## src/rtl/keypad_entry_ctrl.sv

```systemverilog
// Keypad entry sequencer: turns one-cycle key events into a multi-digit BCD entry
// and hands the completed entry downstream over a valid/ready handshake.
module keypad_entry_ctrl #(
    parameter int unsigned MAX_DIGITS  = 4,
    parameter int unsigned TIMEOUT_CYC = 50000000,
    parameter logic [3:0]  KEY_BS      = 4'hA,
    parameter logic [3:0]  KEY_CLR     = 4'hB,
    parameter logic [3:0]  KEY_ENT     = 4'hF
) (
    input  logic                                clk,
    input  logic                                rst,
    input  logic [3:0]                          key_num,
    input  logic                                key_toggle,
    input  logic                                out_ready,
    output logic                                out_valid,
    output logic [4*MAX_DIGITS-1:0]             out_digits,
    output logic [$clog2(MAX_DIGITS+1)-1:0]     out_cnt,
    output logic [4*MAX_DIGITS-1:0]             live_digits,
    output logic [$clog2(MAX_DIGITS+1)-1:0]     live_cnt,
    output logic                                busy,
    output logic                                timeout,
    output logic                                overflow,
    output logic [1:0]                          dbg_state
);
    localparam int unsigned DW = 4 * MAX_DIGITS;
    localparam int unsigned CW = $clog2(MAX_DIGITS + 1);
    localparam int unsigned TW = $clog2(TIMEOUT_CYC);
    localparam logic [TW-1:0] T_LAST = TW'(TIMEOUT_CYC - 1);
    localparam logic [CW-1:0] C_MAX  = CW'(MAX_DIGITS);

    typedef enum logic [1:0] {
        S_IDLE  = 2'd0,
        S_ENTRY = 2'd1,
        S_HOLD  = 2'd2
    } state_t;

    state_t        state_q;
    logic [DW-1:0] buf_q;
    logic [CW-1:0] cnt_q;
    logic [TW-1:0] timer_q;
    logic          valid_q;
    logic [DW-1:0] out_digits_q;
    logic [CW-1:0] out_cnt_q;
    logic          timeout_q;
    logic          overflow_q;

    logic is_digit, is_bs, is_clr, is_ent;

    always_comb begin
        is_digit = key_toggle && (key_num <= 4'd9);
        is_bs    = key_toggle && (key_num == KEY_BS);
        is_clr   = key_toggle && (key_num == KEY_CLR);
        is_ent   = key_toggle && (key_num == KEY_ENT);
    end

    // Handshake: out_valid rises with the ENT capture and holds, together with
    // out_digits/out_cnt, until the edge where out_valid && out_ready; that edge
    // is the transfer and drops out_valid. out_ready is ignored otherwise.
    always_ff @(posedge clk) begin
        if (rst) begin
            state_q      <= S_IDLE;
            buf_q        <= '0;
            cnt_q        <= '0;
            timer_q      <= '0;
            valid_q      <= 1'b0;
            out_digits_q <= '0;
            out_cnt_q    <= '0;
            timeout_q    <= 1'b0;
            overflow_q   <= 1'b0;
        end else begin
            timeout_q  <= 1'b0;
            overflow_q <= 1'b0;
            case (state_q)
                S_IDLE: begin
                    if (is_digit) begin
                        buf_q   <= DW'(key_num);
                        cnt_q   <= CW'(1);
                        timer_q <= '0;
                        state_q <= S_ENTRY;
                    end
                end
                S_ENTRY: begin
                    if (is_digit) begin
                        timer_q <= '0;
                        if (cnt_q < C_MAX) begin
                            buf_q <= DW'({buf_q, 4'h0}) | DW'(key_num);
                            cnt_q <= cnt_q + CW'(1);
                        end else begin
                            overflow_q <= 1'b1;
                        end
                    end else if (is_bs) begin
                        timer_q <= '0;
                        buf_q   <= buf_q >> 4;
                        cnt_q   <= cnt_q - CW'(1);
                        if (cnt_q == CW'(1)) state_q <= S_IDLE;
                    end else if (is_clr) begin
                        timer_q <= '0;
                        buf_q   <= '0;
                        cnt_q   <= '0;
                        state_q <= S_IDLE;
                    end else if (is_ent) begin
                        timer_q      <= '0;
                        out_digits_q <= buf_q;
                        out_cnt_q    <= cnt_q;
                        valid_q      <= 1'b1;
                        state_q      <= S_HOLD;
                    end else if (timer_q == T_LAST) begin
                        timer_q   <= '0;
                        buf_q     <= '0;
                        cnt_q     <= '0;
                        timeout_q <= 1'b1;
                        state_q   <= S_IDLE;
                    end else begin
                        timer_q <= timer_q + TW'(1);
                    end
                end
                S_HOLD: begin
                    // Keys are dropped here; the buffer stays visible until transfer.
                    if (out_ready) begin
                        valid_q <= 1'b0;
                        buf_q   <= '0;
                        cnt_q   <= '0;
                        state_q <= S_IDLE;
                    end
                end
                default: state_q <= S_IDLE;
            endcase
        end
    end

    assign out_valid   = valid_q;
    assign out_digits  = out_digits_q;
    assign out_cnt     = out_cnt_q;
    assign live_digits = buf_q;
    assign live_cnt    = cnt_q;
    assign busy        = (state_q != S_IDLE);
    assign timeout     = timeout_q;
    assign overflow    = overflow_q;
    assign dbg_state   = state_q;

endmodule

```

## config.mk

```make
export PLATFORM = sky130hd
export DESIGN_NAME = keypad_entry_ctrl
export DESIGN_NICKNAME = d
export VERILOG_FILES = /design/src/rtl/keypad_entry_ctrl.sv
export SDC_FILE = /design/constraint.sdc
export NUM_CORES = 1
export LEC_CHECK = 0
export BUFFER_PORTS_ARGS = -buffer_cell sky130_fd_sc_hd__buf_2
export CAP_MARGIN = 20
export CORE_ASPECT_RATIO = 0.5
export CORE_MARGIN = 4
export CORE_UTILIZATION = 28
export CTS_CLUSTER_SIZE = 8
export DETAILED_ROUTE_END_ITERATION = 16
export GPL_ROUTABILITY_DRIVEN = 0
export HOLD_SLACK_MARGIN = 0.03
export PLACE_DENSITY = 0.46
export SETUP_SLACK_MARGIN = 0.5
export SYNTH_ARGS = -nofsm -noshare
export SYNTH_HDL_FRONTEND = slang
export SYNTH_SLANG_ARGS = --single-unit
```

## constraint.sdc

```tcl
create_clock -name clk -period 2.5 [get_ports clk]
set_input_delay 0.375 -clock clk [delete_from_list [all_inputs] [get_ports clk]]
set_output_delay 0.375 -clock clk [all_outputs]
set_load 0.02 [all_outputs]
```

# Word level (Yosys, flattened, before mapping)
# Index checks and enable logic that the tools add are counted.
dict set report totals {
  n_memories 0
  output_inout_bits 44
  ram_bits 0
  input_bits 8
  regBits 69
  wordCells 95
  latch_bits 0
  mem_bits_ro 0
}
dict set report classes {
  add_sub_neg 3
  bitwise_logic 5
  n_reduce_logical 16
  mux 42
  multipliers 0
  n_shift 0
  div 0
  eq_ne 18
  order_cmp 2
}
# op count
set ops {}
lappend ops {{$mux 26} 6}
lappend ops {{$mux 16} 8}
lappend ops {{$pmux 26 s2} 1}
lappend ops {{$pmux 16 s3} 1}
lappend ops {{$add 26x1->26 const B} 1}
lappend ops {{$eq 26x26->1 const B} 1}
lappend ops {{$mux 3} 8}
lappend ops {{$mux 2} 8}
lappend ops {{$or 16x4->16} 1}
lappend ops {{$ne 5x5->1 const B} 3}
lappend ops {{$eq 4x4->1 const B} 3}
lappend ops {{$ne 2x2->1 const B} 6}
lappend ops {{$reduce_and 6->1} 2}
lappend ops {{$reduce_and 5->1} 2}
lappend ops {{$pmux 3 s3} 1}
lappend ops {{$mux 1} 7}
lappend ops {{$ne 3x3->1 const B} 2}
lappend ops {{$pmux 2 s3} 1}
lappend ops {{$reduce_bool 2->1} 3}
lappend ops {{$reduce_or 6->1} 1}
lappend ops {{$le 4x4->1 const B} 1}
lappend ops {{$logic_and 1x1->1} 4}
lappend ops {{$not 1->1} 4}
lappend ops {{$add 3x1->3 const B} 1}
lappend ops {{10 further kinds} 10}

# Logic depth before layout (Yosys ltp)
# Gate-level depths: netlist (run 1).
dict set report depth {
  ltp_word 7
  mapped_depth 10
  mapped_depth_nobuf 7
}

# Least setup slack after synthesis (run 1)
# OpenSTA, ideal clock, no wires.
dict set report synth_path {
  path_type {reg-to-reg}
  start {register state_q[0] (netlist: dbg_state[0])}
  end {register timer_q[13]}
  synth_period_minus_slack_ps 2264
  n_path_buf 3
  stages_incl_launch_ff 10
  setup_ps 86
  t_arrival_ps 2178
  required_time_ps 2414
  slack_ps 236
  path_cell_list {dfxtp_1 -> ha_1 -> clkbuf_1 -> mux2i_1 -> or2_1 -> buf_2 -> buf_1 -> nor4_1 -> nand3_1 -> a211oi_1}
}
dict set report synth_via {
  elab_chain_len 3
  word_cells_on_any_way 6
  classes_between {eq/ne (2); mux (1); reduce/logical (3)}
}
# item line_no
set synth_rtl {}
lappend synth_rtl {{start, declared} 37} ;# state_t state_q;
lappend synth_rtl {{start signal, assigned} 61} ;# state_q <= S_IDLE;
lappend synth_rtl {{start signal, assigned} 79} ;# state_q <= S_ENTRY;
lappend synth_rtl {{start signal, assigned} 95} ;# if (cnt_q == CW'(1)) state_q <= S_IDLE;
lappend synth_rtl {{$eq 2x1->1 / $logic_not 2->1 (equally long branches)} 73} ;# case (state_q)
lappend synth_rtl {{$reduce_bool 2->1 (no source line) / $ne 2x2->1 (equally long branches)} --}
lappend synth_rtl {{$reduce_and 2->1 (no source line)} --}
lappend synth_rtl {{end signal, assigned} 114} ;# timer_q <= timer_q + TW'(1);
lappend synth_rtl {{end, declared} 40} ;# logic [TW-1:0] timer_q;
# Parallel ways exist; a longest one is shown, timed or not.
# A chain may end at the register's enable or synchronous reset.

# Worst setup path after layout (run 1)
dict set report layout_path {
  start {register timer_q[9]}
  end {register timer_q[9]}
}
dict set report layout_via {
  elab_chain_len 7
  word_cells_on_any_way 8
  classes_between {add/sub (1); eq/ne (1); mux (6)}
}
# item line_no
set layout_rtl {}
lappend layout_rtl {{$add 26x1->26 / $eq 26x26->1 (equally long branches)} {114, 107}}
lappend layout_rtl {{$mux 26 *} 107} ;# end else if (timer_q == T_LAST) begin
lappend layout_rtl {{$mux 26 *} 101} ;# end else if (is_ent) begin
lappend layout_rtl {{$mux 26 *} 96} ;# end else if (is_clr) begin
lappend layout_rtl {{$mux 26 *} 91} ;# end else if (is_bs) begin
lappend layout_rtl {{$mux 26 *} 83} ;# if (is_digit) begin
lappend layout_rtl {{$pmux 26 s2 *} 73}
# Every way passes the cells marked *; elsewhere a longest branch is shown, timed or not.

==> run summary, run 1 <==
run status: completed
Max-Slew Margin vs Limit: 0.503
H-tree depth: 3
Total Routing Usage GR: 0.145
Worst EP arrival: 2300 ps
grt ovf: 0
synth cell count leaders: dfxtp_1, nand2_1, nor3_1
net count after synthesis: 425
First-pass DRT Iterations: 5
synthesis-to-layout area growth: 32.8%
Clk Latency, worst-skew pair: 340 ps
FP Rows: 28
required time worst endpoint: 2690 ps
pwr dens: 837 nW/um^2
Routed Antenna Nets: 0
diode count: 0
most frequent cell after synthesis: dfxtp_1
Max IR drop VDD: 0.356 mV
ys flop type: dfxtp_1
f_max: 0.475 GHz
RSZ-0062 raised after global routing: true
Worst setup SP type: flip-flop
Final setup viols: 0
final setup TNS: 0 ps
clock buffer depth: 2
synth warn: 0
clock transition at the registers of the reported paths: 60 ps
HPWL Detailed: 6870 um
cell count after synthesis: 409
Routed WL: 10600 um
Synth Area per Inst: 8.53 sq um
Cell Area, Placed: 4000 sq um
register share of total power: 0.336
DRC: 0
height of the die: 86.9 um
Worst Clk Skew: 7.92 ps
Wirelength per Cell: 16.3 um
leading post-synthesis cells by cell area: dfxtp_1, nand2_1, nor3_1
Initial DRC Count: 253
Tmin final: 2100 ps
die width: 166 um
worst setup path class: reg2reg
die area: 14400 sq um
number of synthesized flops with an enable pin: 0
fraction of layout cells with a size suffix above 1: 0.296
clock net sink count: 69
Starting Density: 0.291
Logic pwr share: 0.327
Mapped Area: 3490 sq um
Fillers: 1248
HP Class: in2reg
root buffer cell: clkbuf_16
Hold Violations, Final: 0
DR vias/cell: 5.05
Finished Layout Cells: 651
sequential-to-total area share from yosys stat: 0.396
#FFs+latches synth: 69
Leak: 1.82 nW
I/O pin total: 52
Least-Margin Pin Slew: 745 ps
MaxCap Viol Count: 0
placed cells: 615
CTS tree: built
IO Port Bufs: 51
final std cell area, no fill: 4630 sq um
internal power: 2.55 mW
switching part of the total power: 0.343
Net Switching: 1.33 mW
vias in the first global route: 3126
fin crit share: 0.842
Worst Path Max Fanout: 6
Final nets: 497
antenna violations before repair: 0
DR vias: 3285
CTS buffer count: 9
total core area: 12000 sq um
area leader, netlist: dfxtp_1
first-pass GRT wire length: 17100 um
CP Capture Type: flip-flop
Yosys cell types: 59
largest net degree at the start of global routing: 46
Clock power frac: 0.337
share of the synthesized area in the top cell type: 0.396
Slew Viols, Final: 0
ys async rst share: 0
-- critical path, cell delays in order, from the launching register on --
cell       delay (ps)
dfxtp_4           350
nor4bb_4          260
nand3_1           120
or4_4             610
buf_6             150
a21oi_4           130
buf_12            140
clkbuf_16         140
a211oi_1           40
-- final timing paths --
path | startpoint | end | slack [ps] | cells past startpoint
max | timer_q[9] | timer_q[9] | 400 | 8
min | rst | live_cnt[0] | 350 | 2
max reg2reg | timer_q[9] | timer_q[9] | 400 | 8
min reg2reg | out_digits[11] | out_digits[11] | 450 | 2
-- through the flow --
| step | total power, mW | hold WS (ps) | worst slack (ps) | utilization |
|---|---|---|---|---|
| 2_1_floorplan | 1.99 | 495 | 483 | - |
| 3_3_place_gp | 2.34 | 440 | 298 | 0.334 |
| 3_5_place_dp | 2.33 | 445 | 286 | 0.334 |
| 4_1_cts | 3.77 | 353 | 432 | 0.375 |
| 5_1_grt | 4.08 | 372 | 298 | 0.387 |
| 6_report | 3.88 | 351 | 395 | 0.387 |
-- what timing repair did --
action / 4_1_cts / 5_1_grt
hold buffers: 0 / 0
gates cloned: 2 / 3
pin swaps: 13 / 5
endpoints found under the setup margin: 46 / 45
resized for setup: 26 / 8
endpoints found under the hold margin: 0 / 0
buffers inserted: 11 / 4
-- per-layer routing --
metal | global-route usage | part of all wire | vias to the layer above | wire, um
met1 | 0.204 | 0.51 | 1569 | 5390
met4 | 0.0359 | 0.0088 | 0 | 93
met2 | 0.225 | 0.44 | 69 | 4640
met5 | 0 | 0 | - | 0
li1 | - | - | 1639 | -
met3 | 0.0363 | 0.044 | 8 | 466
-- sequential cells by signal (all words and copies together), names as in the netlist --
signal       cells
live_cnt         3
out_digits      16
overflow         1
live_digits     16
out_valid        1
timeout          1
dbg_state        2
out_cnt          3
timer_q         26
-- cells by family after synthesis --
group,after synthesis,share of synthesized area
multiplexers,10,0.0287
buffers and inverters,37,0.0452
AO/OA/AOI/OAI,89,0.191
flip-flops,69,0.396
XOR/XNOR,20,0.0502
AND/OR/NAND/NOR,176,0.260
adder cells (fa/ha/maj),8,0.0287
-- power by group through the flow --
stage          registers [mW]  logic [mW]  clock network (mW)
3_5_place_dp             1.32        1.01                   0
5_1_grt                  1.32        1.37                1.39
4_1_cts                  1.31        1.13                1.33
3_3_place_gp             1.32        1.02                   0
2_1_floorplan            1.37       0.613                   0
6_report                 1.30        1.27                1.31
-- layout by cell type (no fill, tap or decap), types with 10 or more instances in the layout --
cell | Yosys | routed
a21oi_1 | 23 | 22
a22oi_1 | 10 | 10
buf_2 | 6 | 52
buf_4 | 1 | 28
clkbuf_16 | 0 | 11
dfxtp_1 | 69 | 57
mux2i_1 | 10 | 10
nand2_1 | 65 | 65
nand3_1 | 15 | 15
nand4_1 | 10 | 10
nor2_1 | 12 | 12
nor3_1 | 29 | 26
o211a_1 | 10 | 10
xnor2_1 | 12 | 12
-- final cells by class --
type	count	area (sq um)	share of cell area
clock buffer	11	243	0.0524
multi-input combinational	303	2070	0.447
tap	165	206	0.0446
sequential	69	1400	0.303
clock inverter	5	60.1	0.0130
inverter	9	33.8	0.00729
timing repair buffer	89	617	0.133
Power figures use the tool's default switching activity.
==> run 2: changes to the inputs <==
- clock period: 2.5 -> 2 ns (I/O delays scaled with it)
==> run summary, run 2 (synthesis gave the netlist of run 1 again) <==
clock net sink count: 69 (unchanged)
grt peak-use layer: met2 (unchanged)
final setup TNS: -2020 ps (was 0 ps)
diode count: 0 (unchanged)
Least-Margin Pin Slew: 492 ps (was 745 ps)
first-pass GRT wire length: 18800 um (was 17100 um)
Cell Chain, Critical Path: nor4bb_2 -> nand3_1 -> or4_4 -> buf_6 -> a21oi_4 -> buf_12 -> nor3_1 (was nor4bb_4 -> nand3_1 -> or4_4 -> buf_6 -> a21oi_4 -> buf_12 -> clkbuf_16 -> a211oi_1)
failing checks: setup timing
Tmin final: 2110 ps (was 2100 ps)
H-tree depth: 3 (unchanged)
total core area: 12000 sq um (unchanged)
die width: 166 um (unchanged)
Slew Viols, Final: 0 (unchanged)
cell family with most CP delay: simple AND/OR/NAND/NOR gates (unchanged)
DRC: 0 (unchanged)
height of the die: 86.9 um (unchanged)
I/O pin total: 52 (unchanged)
fin crit share: 1.05 (was 0.842)
Final Util: 0.454 (was 0.387)
DR vias: 3515 (was 3285)
Final setup viols: 27 (was 0)
largest net degree at the start of global routing: 34 (was 46)
clock buffer depth: 2 (unchanged)
Design Power: 5.03 mW (was 3.88 mW)
register bank with the most flops: timer_q (unchanged)
die area: 14400 sq um (unchanged)
CTS tree: built (unchanged)
Starting Density: 0.291 (unchanged)
Buffers & Inverters on Critical Path: 2 (was 3)
Worst Path Max Fanout: 15 (was 6)
number of flip-flops in the largest register: 26 (unchanged)
Sequential Area: 1400 sq um (about the same)
synthesis-to-layout area growth: 56.0% (was 32.8%)
HP Class: in2reg (unchanged)
M3 GR Usage: 0.0331 (was 0.0363)
Worst setup SP type: flip-flop (unchanged)
Max IR drop VDD: 0.480 mV (was 0.356 mV)
Clk Latency, worst-skew pair: 330 ps (was 340 ps)
Fillers: 1204 (was 1248)
Worst EP arrival: 2300 ps (about the same)
Max-Slew Margin vs Limit: 0.672 (was 0.503)
Total Routing Usage GR: 0.160 (was 0.145)
DR vias/cell: 5.04 (was 5.05)
run status: complete, but fails checks (was completed)
crit path max-delay cell type: or4_4 (unchanged)
routing usage on met2: 0.267 (was 0.225)
Worst Clk Skew: 13.1 ps (was 7.92 ps)
grt ovf: 0 (unchanged)
root buffer cell: clkbuf_16 (unchanged)
CTS buffer count: 9 (unchanged)
Final nets: 543 (was 497)
vias in the first global route: 3529 (was 3126)
register share of total power: 0.328 (was 0.336)
Leak: 2.15 nW (was 1.82 nW)
fraction of layout cells with a size suffix above 1: 0.462 (was 0.296)
Hold Violations, Final: 0 (unchanged)
RSZ-0062 raised after global routing: true (unchanged)
final setup margin: -109 ps (was 395 ps)
GR Util met1: 0.218 (was 0.204)
f_max: 0.474 GHz (was 0.475 GHz)
worst setup path class: reg2reg (unchanged)
Routed WL: 11500 um (was 10600 um)
switching part of the total power: 0.354 (was 0.343)
clock transition at the registers of the reported paths: 50 ps (was 60 ps)
antenna violations before repair: 0 (unchanged)
pwr dens: 923 nW/um^2 (was 837 nW/um^2)
Logic pwr share: 0.363 (was 0.327)
internal reg-to-reg setup slack: -110 ps (was 400 ps)
Routed Antenna Nets: 0 (unchanged)
Worst Setup Slack post-DPL: -152 ps (was 286 ps)
FP Rows: 28 (unchanged)
commonest non-fill, non-tap cells in the layout: buf_4, dfxtp_1, buf_2 (was nand2_1, dfxtp_1, buf_2)
Wirelength per Cell: 16.6 um (was 16.3 um)
Net Switching: 1.78 mW (was 1.33 mW)
CP max stage delay: 620 ps (was 610 ps)
First-pass DRT Iterations: 4 (was 5)
required time worst endpoint: 2190 ps (was 2690 ps)
Initial DRC Count: 198 (was 253)
HPWL Detailed: 7650 um (was 6870 um)
Multi-input gate area: 2420 sq um (was 2070 sq um)
MaxCap Viol Count: 0 (unchanged)
CP Capture Type: flip-flop (unchanged)
Clock power frac: 0.309 (was 0.337)
internal power: 3.25 mW (was 2.55 mW)
IO Port Bufs: 51 (unchanged)
-- run 2: cell count changes in the layout (fill, tap and decap cells not counted), moves of 11 or more --
cell     previous run  this run
buf_6               5        16
nor3_2              2        19
nor3_1             26         9
a21oi_2             1        12
a21oi_1            22        11
nand2_1            65        46
buf_4              28        60
nand2_4             0        15
-- run 2: metrics by stage --
step / std cells / cell area [sq um] / hold WS [ps]
after detailed placement: 661 / 4570 / 441
after global routing: 697 / 5440 / 208
after CTS: 693 / 5310 / 193
after global placement: 661 / 4570 / 437
final: 697 / 5440 / 210
after floorplan: 409 / 3780 / 495
-- run 2: path summary, 6_finish.rpt --
check	from	end	cells after the start
min reg2reg	out_digits[1]	out_digits[1]	2
max reg2reg	timer_q[9]	timer_q[22]	7
max	timer_q[9]	timer_q[22]	7
min	rst	out_valid	2
-- run 2: area by class of cell --
cell class	instances	share of cell area
Clock inverter	5	0.00782
Inverter	9	0.00759
Sequential cell	69	0.257
Timing Repair Buffer	135	0.200
Tap cell	165	0.0379
Multi-Input combinational cell	303	0.444
Clock buffer	11	0.0464
-- run 2: timing repair --
item                       CTS  global route
hold buffers                 0             0
resized for setup           73            24
setup endpoints to repair   69            69
gates cloned                 6             2
pin swaps                   27            20
buffers inserted            10             2
-- run 2: power by group through the flow --
stage	Clock, mW	Sequential, mW	Combinational [mW]
global route	1.66	1.66	1.96
detailed placement	0	1.67	1.53
floorplan	0	1.73	0.929
CTS	1.60	1.65	1.72
finish	1.55	1.65	1.82
global placement	0	1.67	1.54
-- run 2: layer usage --
metal,vias to the layer above,share of wire
met3,8,0.033
li1,1749,-
met4,0,0.0070
met5,-,0
met2,64,0.47
met1,1694,0.49
==> run 3: changes to the inputs <==
- ABC_CLOCK_PERIOD_IN_PS: default -> 2000
- CORE_ASPECT_RATIO: 0.5 -> 0.6
- CORE_MARGIN: 4 -> default
==> run summary, run 3 (synthesis gave the netlist of run 1 again) <==
Total Routing Usage GR: 0.202 (was 0.160)
Worst Path Max Fanout: 5 (was 15)
Routed Antenna Nets: 0 (unchanged)
worst setup path class: reg2reg (unchanged)
Hold Violations, Final: 0 (unchanged)
height of the die: 88.5 um (was 86.9 um)
RSZ-0062 raised after global routing: true (unchanged)
Worst EP arrival: 2260 ps (was 2300 ps)
Least-Margin Pin Slew: 692 ps (was 492 ps)
Tmin final: 2070 ps (was 2110 ps)
hold depth: 4 (was 2)
Final nets: 540 (was 543)
H-tree depth: 3 (unchanged)
DR vias: 3618 (was 3515)
CTS Hold Buffers Added: 0 (unchanged)
die area: 12900 sq um (was 14400 sq um)
commonest non-fill, non-tap cell in the layout: dfxtp_1
clock transition at the registers of the reported paths: 60 ps (was 50 ps)
Fillers: 1145 (was 1204)
die width: 146 um (was 166 um)
diode count: 0 (unchanged)
synthesis-to-layout area growth: 65.9% (was 56.0%)
CTS buffer count: 9 (unchanged)
largest net degree at the start of global routing: 31 (was 34)
register bank with the most flops: timer_q (unchanged)
final setup margin: -72.3 ps (was -109 ps)
fin crit share: 1.04 (was 1.05)
fraction of layout cells with a size suffix above 1: 0.507 (was 0.462)
Worst Clk Skew: 6.75 ps (was 13.1 ps)
Final setup viols: 32 (was 27)
grt ovf: 0 (unchanged)
Leak: 2.26 nW (was 2.15 nW)
required time worst endpoint: 2190 ps (about the same)
Starting Density: 0.288 (was 0.291)
HP Class: in2reg (unchanged)
number of flip-flops in the largest register: 26 (unchanged)
DR vias/cell: 5.21 (was 5.04)
CP Capture Type: flip-flop (unchanged)
CTS tree: built (unchanged)
f_max: 0.483 GHz (was 0.474 GHz)
failing checks: setup timing (unchanged)
commonest non-fill, non-tap cells in the layout: dfxtp_1, buf_4, buf_2 (was buf_4, dfxtp_1, buf_2)
MaxCap Viol Count: 0 (unchanged)
final setup TNS: -1380 ps (was -2020 ps)
first-pass GRT wire length: 19500 um (was 18800 um)
clock net sink count: 69 (unchanged)
Initial DRC Count: 219 (was 198)
I/O pin total: 52 (unchanged)
Design Power: 5.62 mW (was 5.03 mW)
Clk Latency, worst-skew pair: 340 ps (was 330 ps)
Cell Area, Placed: 4570 sq um (unchanged)
Routed WL: 12900 um (was 11500 um)
Worst Setup Slack post-DPL: -186 ps (was -152 ps)
vias in the first global route: 3392 (was 3529)
FP Rows: 31 (was 28)
Wirelength per Cell: 18.6 um (was 16.6 um)
Slew Viols, Final: 0 (unchanged)
HPWL Detailed: 8150 um (was 7650 um)
hold_ws: 282 ps (was 210 ps)
IO Port Bufs: 51 (unchanged)
clock buffer depth: 2 (unchanged)
root buffer cell: clkbuf_16 (unchanged)
total core area: 12100 sq um (was 12000 sq um)
First-pass DRT Iterations: 4 (unchanged)
DRC: 0 (unchanged)
pwr dens: 971 nW/um^2 (was 923 nW/um^2)
cell count of the worst reg-to-reg path: 7 (unchanged)
run status: complete, but fails checks (unchanged)
final std cell area, no fill: 5790 sq um (was 5440 sq um)
Max-Slew Margin vs Limit: 0.539 (was 0.672)
antenna violations before repair: 0 (unchanged)
Worst setup SP type: flip-flop (unchanged)
Max IR drop VDD: 0.666 mV (was 0.480 mV)
## run 3: metal layers
metal | track usage | wire (um) | vias up
met5 | 0 | 0 | -
met4 | 0.0511 | 99 | 0
met3 | 0.0474 | 796 | 10
met2 | 0.265 | 5020 | 115
met1 | 0.317 | 6980 | 1759
li1 | - | - | 1734
## run 3: layout make-up
type	count	area, sq um	share of cell area
Inverter	9	38.8	0.00670
Tap cell	165	206	0.0357
Sequential cell	69	1400	0.242
Timing Repair Buffer	132	1190	0.205
Multi-Input combinational cell	303	2640	0.455
Clock inverter	7	96.3	0.0166
Clock buffer	9	225	0.0389
## run 3: power by group
part / internal (mW) / total, mW / switching [mW]
combinational: 1.03 / 2.22 / 1.18
clock: 1.10 / 1.76 / 0.660
sequential: 1.48 / 1.65 / 0.162
## run 3: what timing repair did
action | CTS | global route
buffers inserted | 9 | 3
gates cloned | 8 | 2
resized for setup | 74 | 62
endpoints found under the setup margin | 69 | 69
pin swaps | 22 | 11
## run 3: path summary, 6_finish.rpt
kind | slack [ps] | endpoint | startpoint
hold reg to reg | 460 | out_digits[14] | out_digits[14]
hold / removal | 280 | out_valid | out_ready
setup / recovery | -70 | timer_q[9] | timer_q[11]
setup reg to reg | -70 | timer_q[9] | timer_q[11]
## run 3: worst max-delay path: stages, from the launching register on
cell and delay [ps]:
dfxtp_2 330, nor4_4 320, nand3_2 150, or4_4 600, a21oi_4 180, buf_6 150, clkbuf_16 160, a211oi_2 40
## run 3: stage by stage
step,std cells,util
after global placement,656,0.378
after CTS,689,0.447
after detailed placement,656,0.378
after floorplan,409,-
after global routing,694,0.478
final,694,0.478
